## src/rtl/imem_loader_pkg.sv

```systemverilog
// -----------------------------------------------------------------------------
// imem_loader_pkg
// Shared types and constants for the UART boot loader (imem_uart_loader).
//   state_e            : loader FSM states
//   DEFAULT_SYNC_BYTE  : default frame start marker
//   HDR_LEN            : header length in bytes (SYNC, LEN_LO, LEN_HI)
// -----------------------------------------------------------------------------
package imem_loader_pkg;

    typedef enum logic [2:0] {
        IDLE,
        LEN0,
        LEN1,
        DATA,
        CSUM,
        DONE,
        ERR
    } state_e;

    localparam logic [7:0] DEFAULT_SYNC_BYTE = 8'hA5;
    localparam int         HDR_LEN           = 3;

endpackage

```

## src/rtl/loader_timeout_cnt.sv

```systemverilog
// -----------------------------------------------------------------------------
// loader_timeout_cnt
// Idle-cycle counter used by the boot loader to abandon stalled frames.
//   clk_i     : clock
//   rst_ni    : asynchronous active-low reset
//   clr_i     : synchronous clear (has priority over en_i)
//   en_i      : count one cycle
//   expired_o : counter has reached TIMEOUT-1
// -----------------------------------------------------------------------------
module loader_timeout_cnt #(
    parameter int TIMEOUT = 100000
) (
    input  logic clk_i,
    input  logic rst_ni,
    input  logic clr_i,
    input  logic en_i,
    output logic expired_o
);

    localparam int CNT_W = $clog2(TIMEOUT + 1);

    logic [CNT_W-1:0] cnt_q;
    logic [CNT_W-1:0] cnt_d;

    assign expired_o = (cnt_q == CNT_W'(TIMEOUT - 1));

    // Saturate at the expiry value so a stuck enable cannot wrap the counter.
    always_comb begin
        cnt_d = cnt_q;
        if (clr_i) begin
            cnt_d = '0;
        end else if (en_i && !expired_o) begin
            cnt_d = cnt_q + CNT_W'(1);
        end
    end

    always_ff @(posedge clk_i or negedge rst_ni) begin
        if (!rst_ni) begin
            cnt_q <= '0;
        end else begin
            cnt_q <= cnt_d;
        end
    end

endmodule

```

## src/rtl/imem_uart_loader.sv

```systemverilog
// -----------------------------------------------------------------------------
// imem_uart_loader
// Boot loader: receives a framed byte stream from the UART, assembles
// little-endian 32-bit words, writes them to instruction memory and keeps the
// core in reset until a complete, checksum-valid image has been loaded.
// Frame: SYNC, LEN_LO, LEN_HI, N*4 data bytes (LSB first), CSUM (XOR of data).
//   i_clk        : clock
//   i_rstn       : asynchronous active-low reset
//   i_rx_valid   : byte strobe from UART receiver
//   i_rx_data    : received byte
//   o_imem_we    : instruction memory write strobe (one cycle)
//   o_imem_addr  : byte address of the write
//   o_imem_wdata : write data
//   o_core_rstn  : active-low reset for the core
//   o_busy       : frame in progress
//   o_done       : last frame loaded successfully
//   o_err        : last frame failed
// -----------------------------------------------------------------------------
module imem_uart_loader
    import imem_loader_pkg::*;
#(
    parameter int          DEPTH           = 1024,
    parameter logic [31:0] BASE_ADDR       = 32'h0000_0000,
    parameter logic [7:0]  SYNC_BYTE       = DEFAULT_SYNC_BYTE,
    parameter int          TIMEOUT         = 100000,
    parameter bit          HOLD_UNTIL_LOAD = 1'b1
) (
    input  logic        i_clk,
    input  logic        i_rstn,
    input  logic        i_rx_valid,
    input  logic [7:0]  i_rx_data,
    output logic        o_imem_we,
    output logic [31:0] o_imem_addr,
    output logic [31:0] o_imem_wdata,
    output logic        o_core_rstn,
    output logic        o_busy,
    output logic        o_done,
    output logic        o_err
);

    localparam int          WIDX_W  = $clog2(DEPTH + 1);
    localparam logic [31:0] DEPTH_U = 32'(DEPTH);

    state_e             state_q, state_d;
    logic [7:0]         len_lo_q, len_lo_d;
    logic [15:0]        len_q, len_d;
    logic [WIDX_W-1:0]  word_idx_q, word_idx_d;
    logic [1:0]         byte_idx_q, byte_idx_d;
    logic [23:0]        asm_q, asm_d;       // lanes 0..2; lane 3 comes straight from the bus
    logic [7:0]         csum_q, csum_d;
    logic               we_q, we_d;
    logic [31:0]        addr_q, addr_d;
    logic [31:0]        wdata_q, wdata_d;
    logic               core_rstn_q, core_rstn_d;

    logic               busy;
    logic               tmo_expired;
    logic [15:0]        frame_len;
    logic               last_word;

    assign busy = (state_q == LEN0) || (state_q == LEN1) ||
                  (state_q == DATA) || (state_q == CSUM);

    // Idle counter: cleared by any accepted byte, and held clear outside a frame.
    loader_timeout_cnt #(
        .TIMEOUT (TIMEOUT)
    ) u_tmo (
        .clk_i     (i_clk),
        .rst_ni    (i_rstn),
        .clr_i     (i_rx_valid || !busy),
        .en_i      (busy),
        .expired_o (tmo_expired)
    );

    assign frame_len = {i_rx_data, len_lo_q};
    assign last_word = ((32'(word_idx_q) + 32'd1) == 32'(len_q));

    always_comb begin
        state_d     = state_q;
        len_lo_d    = len_lo_q;
        len_d       = len_q;
        word_idx_d  = word_idx_q;
        byte_idx_d  = byte_idx_q;
        asm_d       = asm_q;
        csum_d      = csum_q;
        we_d        = 1'b0;
        addr_d      = addr_q;
        wdata_d     = wdata_q;
        core_rstn_d = core_rstn_q;

        case (state_q)
            IDLE, DONE, ERR: begin
                if (i_rx_valid && (i_rx_data == SYNC_BYTE)) begin
                    state_d     = LEN0;
                    core_rstn_d = 1'b0;
                end
            end
            LEN0: begin
                if (i_rx_valid) begin
                    len_lo_d = i_rx_data;
                    state_d  = LEN1;
                end
            end
            LEN1: begin
                if (i_rx_valid) begin
                    if ((frame_len == 16'd0) || (32'(frame_len) > DEPTH_U)) begin
                        state_d = ERR;
                    end else begin
                        len_d      = frame_len;
                        word_idx_d = '0;
                        byte_idx_d = 2'd0;
                        csum_d     = 8'd0;
                        state_d    = DATA;
                    end
                end
            end
            DATA: begin
                if (i_rx_valid) begin
                    csum_d     = csum_q ^ i_rx_data;
                    byte_idx_d = byte_idx_q + 2'd1;
                    case (byte_idx_q)
                        2'd0: asm_d[7:0]   = i_rx_data;
                        2'd1: asm_d[15:8]  = i_rx_data;
                        2'd2: asm_d[23:16] = i_rx_data;
                        default: begin
                            // Fourth byte: issue the write on the next cycle.
                            we_d       = 1'b1;
                            wdata_d    = {i_rx_data, asm_q};
                            addr_d     = BASE_ADDR + (32'(word_idx_q) << 2);
                            word_idx_d = word_idx_q + WIDX_W'(1);
                            if (last_word) begin
                                state_d = CSUM;
                            end
                        end
                    endcase
                end
            end
            CSUM: begin
                if (i_rx_valid) begin
                    if (i_rx_data == csum_q) begin
                        state_d     = DONE;
                        core_rstn_d = 1'b1;
                    end else begin
                        state_d = ERR;
                    end
                end
            end
            default: begin
                state_d = IDLE;
            end
        endcase

        // A stalled frame is abandoned; an arriving byte always wins.
        if (busy && !i_rx_valid && tmo_expired) begin
            state_d     = ERR;
            core_rstn_d = 1'b0;
        end
    end

    always_ff @(posedge i_clk or negedge i_rstn) begin
        if (!i_rstn) begin
            state_q     <= IDLE;
            len_lo_q    <= 8'd0;
            len_q       <= 16'd0;
            word_idx_q  <= '0;
            byte_idx_q  <= 2'd0;
            asm_q       <= 24'd0;
            csum_q      <= 8'd0;
            we_q        <= 1'b0;
            addr_q      <= BASE_ADDR;
            wdata_q     <= 32'd0;
            core_rstn_q <= ~HOLD_UNTIL_LOAD;
        end else begin
            state_q     <= state_d;
            len_lo_q    <= len_lo_d;
            len_q       <= len_d;
            word_idx_q  <= word_idx_d;
            byte_idx_q  <= byte_idx_d;
            asm_q       <= asm_d;
            csum_q      <= csum_d;
            we_q        <= we_d;
            addr_q      <= addr_d;
            wdata_q     <= wdata_d;
            core_rstn_q <= core_rstn_d;
        end
    end

    assign o_imem_we    = we_q;
    assign o_imem_addr  = addr_q;
    assign o_imem_wdata = wdata_q;
    assign o_core_rstn  = core_rstn_q;
    assign o_busy       = busy;
    assign o_done       = (state_q == DONE);
    assign o_err        = (state_q == ERR);

endmodule

```

## config.mk

```make
export PLATFORM = sky130hd
export DESIGN_NAME = imem_uart_loader
export DESIGN_NICKNAME = d
export VERILOG_FILES = /design/src/rtl/imem_loader_pkg.sv /design/src/rtl/loader_timeout_cnt.sv /design/src/rtl/imem_uart_loader.sv
export SDC_FILE = /design/constraint.sdc
export NUM_CORES = 1
export LEC_CHECK = 0
export BUFFER_PORTS_ARGS = -buffer_cell sky130_fd_sc_hd__buf_2
export CAP_MARGIN = 15
export CORE_MARGIN = 5
export CORE_UTILIZATION = 35
export DETAILED_ROUTE_END_ITERATION = 8
export MAX_ROUTING_LAYER = met4
export SLEW_MARGIN = 20
export SYNTH_ARGS = -nofsm -noshare
export SYNTH_HDL_FRONTEND = slang
export SYNTH_SLANG_ARGS = --single-unit
export TNS_END_PERCENT = 1
```

## constraint.sdc

```tcl
create_clock -name i_clk -period 4.3 [get_ports i_clk]
set_clock_uncertainty 0.15 [all_clocks]
set_input_delay 1.29 -clock i_clk [delete_from_list [all_inputs] [get_ports i_clk]]
set_output_delay 1.29 -clock i_clk [all_outputs]
set_load 0.1 [all_outputs]
```

==> run summary <==
- xor and xnor fraction of the mapped netlist area: 4.32%
- Pre-Repair DR Iteration Count: 4
- H-tree levels: 4
- clock transition at the registers of the reported paths: 0.06 ns
- most utilized layer in the global route result: met2
- TritonCTS buffer count: 17
- number of max-cap violations: 0
- RSZ-0062 raised after global routing: false
- number of design-rule violations left by the first detailed-router iteration: 277
- Required @ worst endpoint: 2.86 ns
- met3 track demand over resource in global routing: 3.41%
- pins over their slew limit: 0
- critical path start-end classification: register to output pin
- most common cell after layout, fill and taps aside: sky130_fd_sc_hd__nand2_1
- area share of and/or/nand/nor cells after synthesis: 21.0%
- Routed Antenna Nets: 0
- cell count after synthesis: 674
- pwr/cell area: 655 nW/um^2
- portion of synthesized cell area occupied by the leading cell type: 51.7%
- Vert. Die Dim: 146 um
- Fin Setup TNS: 0 ns
- starting density of the core: 35.8%
- largest net degree at the start of global routing: 85
- CTS Root Cell: sky130_fd_sc_hd__clkbuf_16
- gr usage total: 14.8%
- met1 Track Usage GR: 20.8%
- share of the clock period used by the worst path: 80.3%
- proportion of synthesized flip-flops having asynchronous set or reset: 100%
- part of the Yosys area used for sequential elements: 51.7%
- overall die width: 146 um
- R2R setup slack: 1.58 ns
- TritonCTS clock tree: yes
- Distinct cells, synth: 57
- largest cells by area after synthesis: sky130_fd_sc_hd__dfrtp_1 (52%), sky130_fd_sc_hd__nand2_1 (9.7%), sky130_fd_sc_hd__mux2_2 (7.3%), sky130_fd_sc_hd__o21ai_0 (3.8%), sky130_fd_sc_hd__buf_4 (2.8%)
- cell leakage power: 3.62 nW
- EDFF count, synth: 0
- status: finished clean
- count of buffers inserted at the top-level ports: 58
- number of cells on the worst reg-to-reg path: 7
- first-pass GRT wire length: 24800 um
- placer's final routability congestion estimate: 0.835
- number of synthesis warnings: 0
- Mapped Area: 6480 um^2
- r2r startpoint: word_idx_q[0]$_DFFE_PN0P_
- worst hold path depth: 2
- final critical delay including setup and external delays: 3.45 ns
- area share of fa/ha/maj cells after synthesis: 1.16%
- post-cts gate resize count: 0
- Layout Utilization: 41.1%
- maximum fanout along the worst path: 16
- highest-count cells in the layout ignoring fill and taps: sky130_fd_sc_hd__nand2_1 (168), sky130_fd_sc_hd__dfrtp_1 (134), sky130_fd_sc_hd__buf_2 (57)
- layout cells sized above 1: 20.3%
- kind of launch point of the worst setup path: register
- met2 capacity usage during global routing: 21.4%
- Tot Pwr: 4.88 mW
- Least-Margin Pin Slew: 0.761 ns
- DRC violation count after routing: 0
- via count: 4724
- endpoint of the worst register-to-register path: state_q[1]$_DFFE_PN0P_
- number of flip-flops and latches in the synthesized netlist: 134
- hold buffers post-CTS: 0
- post-synthesis cell type with the largest combined area: sky130_fd_sc_hd__dfrtp_1
- Placeable Area: 18100 um^2
- floorplan row count: 49
- endpoint type of the worst setup path: output pin
- via count of the first global-routing pass: 4638
- Worst Path Arrival: 2.01 ns
- mean cell area of the mapped netlist: 9.62 um^2
- tightest slew margin relative to the limit: 49.2%
- worst skew pair latency: 0.42 ns
- Layout area overhead: 14.8%
- CTS sink count: 134
- via-per-instance ratio: 4.93
- number of hold violations in the final report: 0
- routed len/inst: 15.5 um
- placed wire-length estimate: 9890 um
- antenna diode count: 0
- area of the die: 21300 um^2
- Main synth FF type: sky130_fd_sc_hd__dfrtp_1
- nets: 734
- worst min-delay path startpoint: o_imem_wdata[13]$_DFFE_PN0P_
- clock tree buffer depth: 2
- IO Pins: 80
- setup violation total in the final timing report: 0
- fmax: 0.290 GHz
- initial antenna violation count: 0
- Post-CTS Setup Inserts: 0
- dominant combinational cell family by area after synthesis: simple AND/OR/NAND/NOR gates
- remaining global-route overflow: 0
- Worst Hold Class: register to register
- maximum vdd drop: 0.493 mV
- fraction of the mapped netlist area in compound gates: 8.42%
- wire length after detailed routing: 14900 um
- endpoint with the worst hold slack: o_imem_wdata[13]$_DFFE_PN0P_
- share of synthesized area spent on multiplexers: 7.47%
[registers in the layout, summed over array words and instances, names as in the netlist]
signal	flops
o_imem_addr	11
o_core_rstn	1
csum_q	8
len_lo_q	8
state_q	3
byte_idx_q	2
len_q	16
asm_q	24
word_idx_q	11
u_tmo.cnt_q	17
o_imem_wdata	32
o_imem_we	1
[critical path, cell delays in order (launching register included)]
cell,delay [ns]
sky130_fd_sc_hd__dfrtp_1,0.67
sky130_fd_sc_hd__nor2b_1,0.34
sky130_fd_sc_hd__and2_1,0.16
sky130_fd_sc_hd__buf_2,0.42
[metrics by stage]
| stage | instance area [um^2] | cells | setup slack, ns | hold slack [ns] |
|---|---|---|---|---|
| 2_1_floorplan | 6560 | 694 | 0.131 | 0.283 |
| 5_1_grt | 7440 | 959 | 0.740 | 0.337 |
| 4_1_cts | 7440 | 959 | 0.834 | 0.321 |
| 3_5_place_dp | 6850 | 927 | 0.746 | 0.305 |
| 3_3_place_gp | 6850 | 927 | 0.766 | 0.297 |
| 6_report | 7440 | 959 | 0.847 | 0.315 |
[routing by layer]
metal | vias up | part of all wire, %
met5 | - | 0
met4 | 0 | 1.2
met3 | 15 | 4.5
met2 | 104 | 44
met1 | 2274 | 50
li1 | 2331 | -
[synthesized netlist by cell type, types with 9 or more instances]
| master | number |
|---|---|
| sky130_fd_sc_hd__xnor2_1 | 19 |
| sky130_fd_sc_hd__buf_4 | 24 |
| sky130_fd_sc_hd__nor2_1 | 44 |
| sky130_fd_sc_hd__nand3_1 | 10 |
| sky130_fd_sc_hd__mux2_2 | 42 |
| sky130_fd_sc_hd__buf_2 | 11 |
| sky130_fd_sc_hd__nand2_1 | 168 |
| sky130_fd_sc_hd__xor2_1 | 13 |
| sky130_fd_sc_hd__dfrtp_1 | 134 |
| sky130_fd_sc_hd__or3_1 | 9 |
| sky130_fd_sc_hd__a21oi_1 | 16 |
| sky130_fd_sc_hd__o21ai_0 | 49 |
| sky130_fd_sc_hd__nand4_1 | 13 |
| sky130_fd_sc_hd__clkbuf_1 | 20 |
| sky130_fd_sc_hd__nor2b_1 | 10 |
| sky130_fd_sc_hd__nor3_1 | 11 |
[area by class of cell]
class / count / area [um^2]
fill: 1750 / 10600
sequential: 134 / 3350
multi-input combinational: 492 / 2820
clock buffer: 18 / 439
timing repair buffer: 64 / 354
tap: 229 / 287
clock inverter: 14 / 155
inverter: 8 / 30.0
[cells by family after synthesis]
kind of cell	Yosys count
simple gates	299
flops	134
compound gates	91
buf+inv	68
mux	43
xor+xnor	32
fa+ha+maj	6
other cells	1
[how the worst max path moves through the flow]
stage | endpoint | cells after the start | slack, ns | startpoint
2_1_floorplan | o_done | 3 | 0.13 | state_q[2]$_DFFE_PN0P_
3_3_place_gp | len_q[1]$_DFFE_PN0P_ | 6 | 0.77 | i_rx_data[3]
3_5_place_dp | len_q[3]$_DFFE_PN0P_ | 6 | 0.75 | i_rx_data[3]
4_1_cts | o_err | 3 | 0.83 | state_q[1]$_DFFE_PN0P_
5_1_grt | o_err | 3 | 0.74 | state_q[1]$_DFFE_PN0P_
6_report | o_err | 3 | 0.85 | state_q[1]$_DFFE_PN0P_
[where the power goes]
group | leakage (nW) | internal, mW | total [mW] | switching (mW)
sequential | 1.81 | 1.56 | 1.83 | 0.273
clock | 0.292 | 0.840 | 1.46 | 0.615
combinational | 1.53 | 0.421 | 1.59 | 1.17
total | 3.62 | 2.82 | 4.88 | 2.06
(Power assumes the default switching activity.)
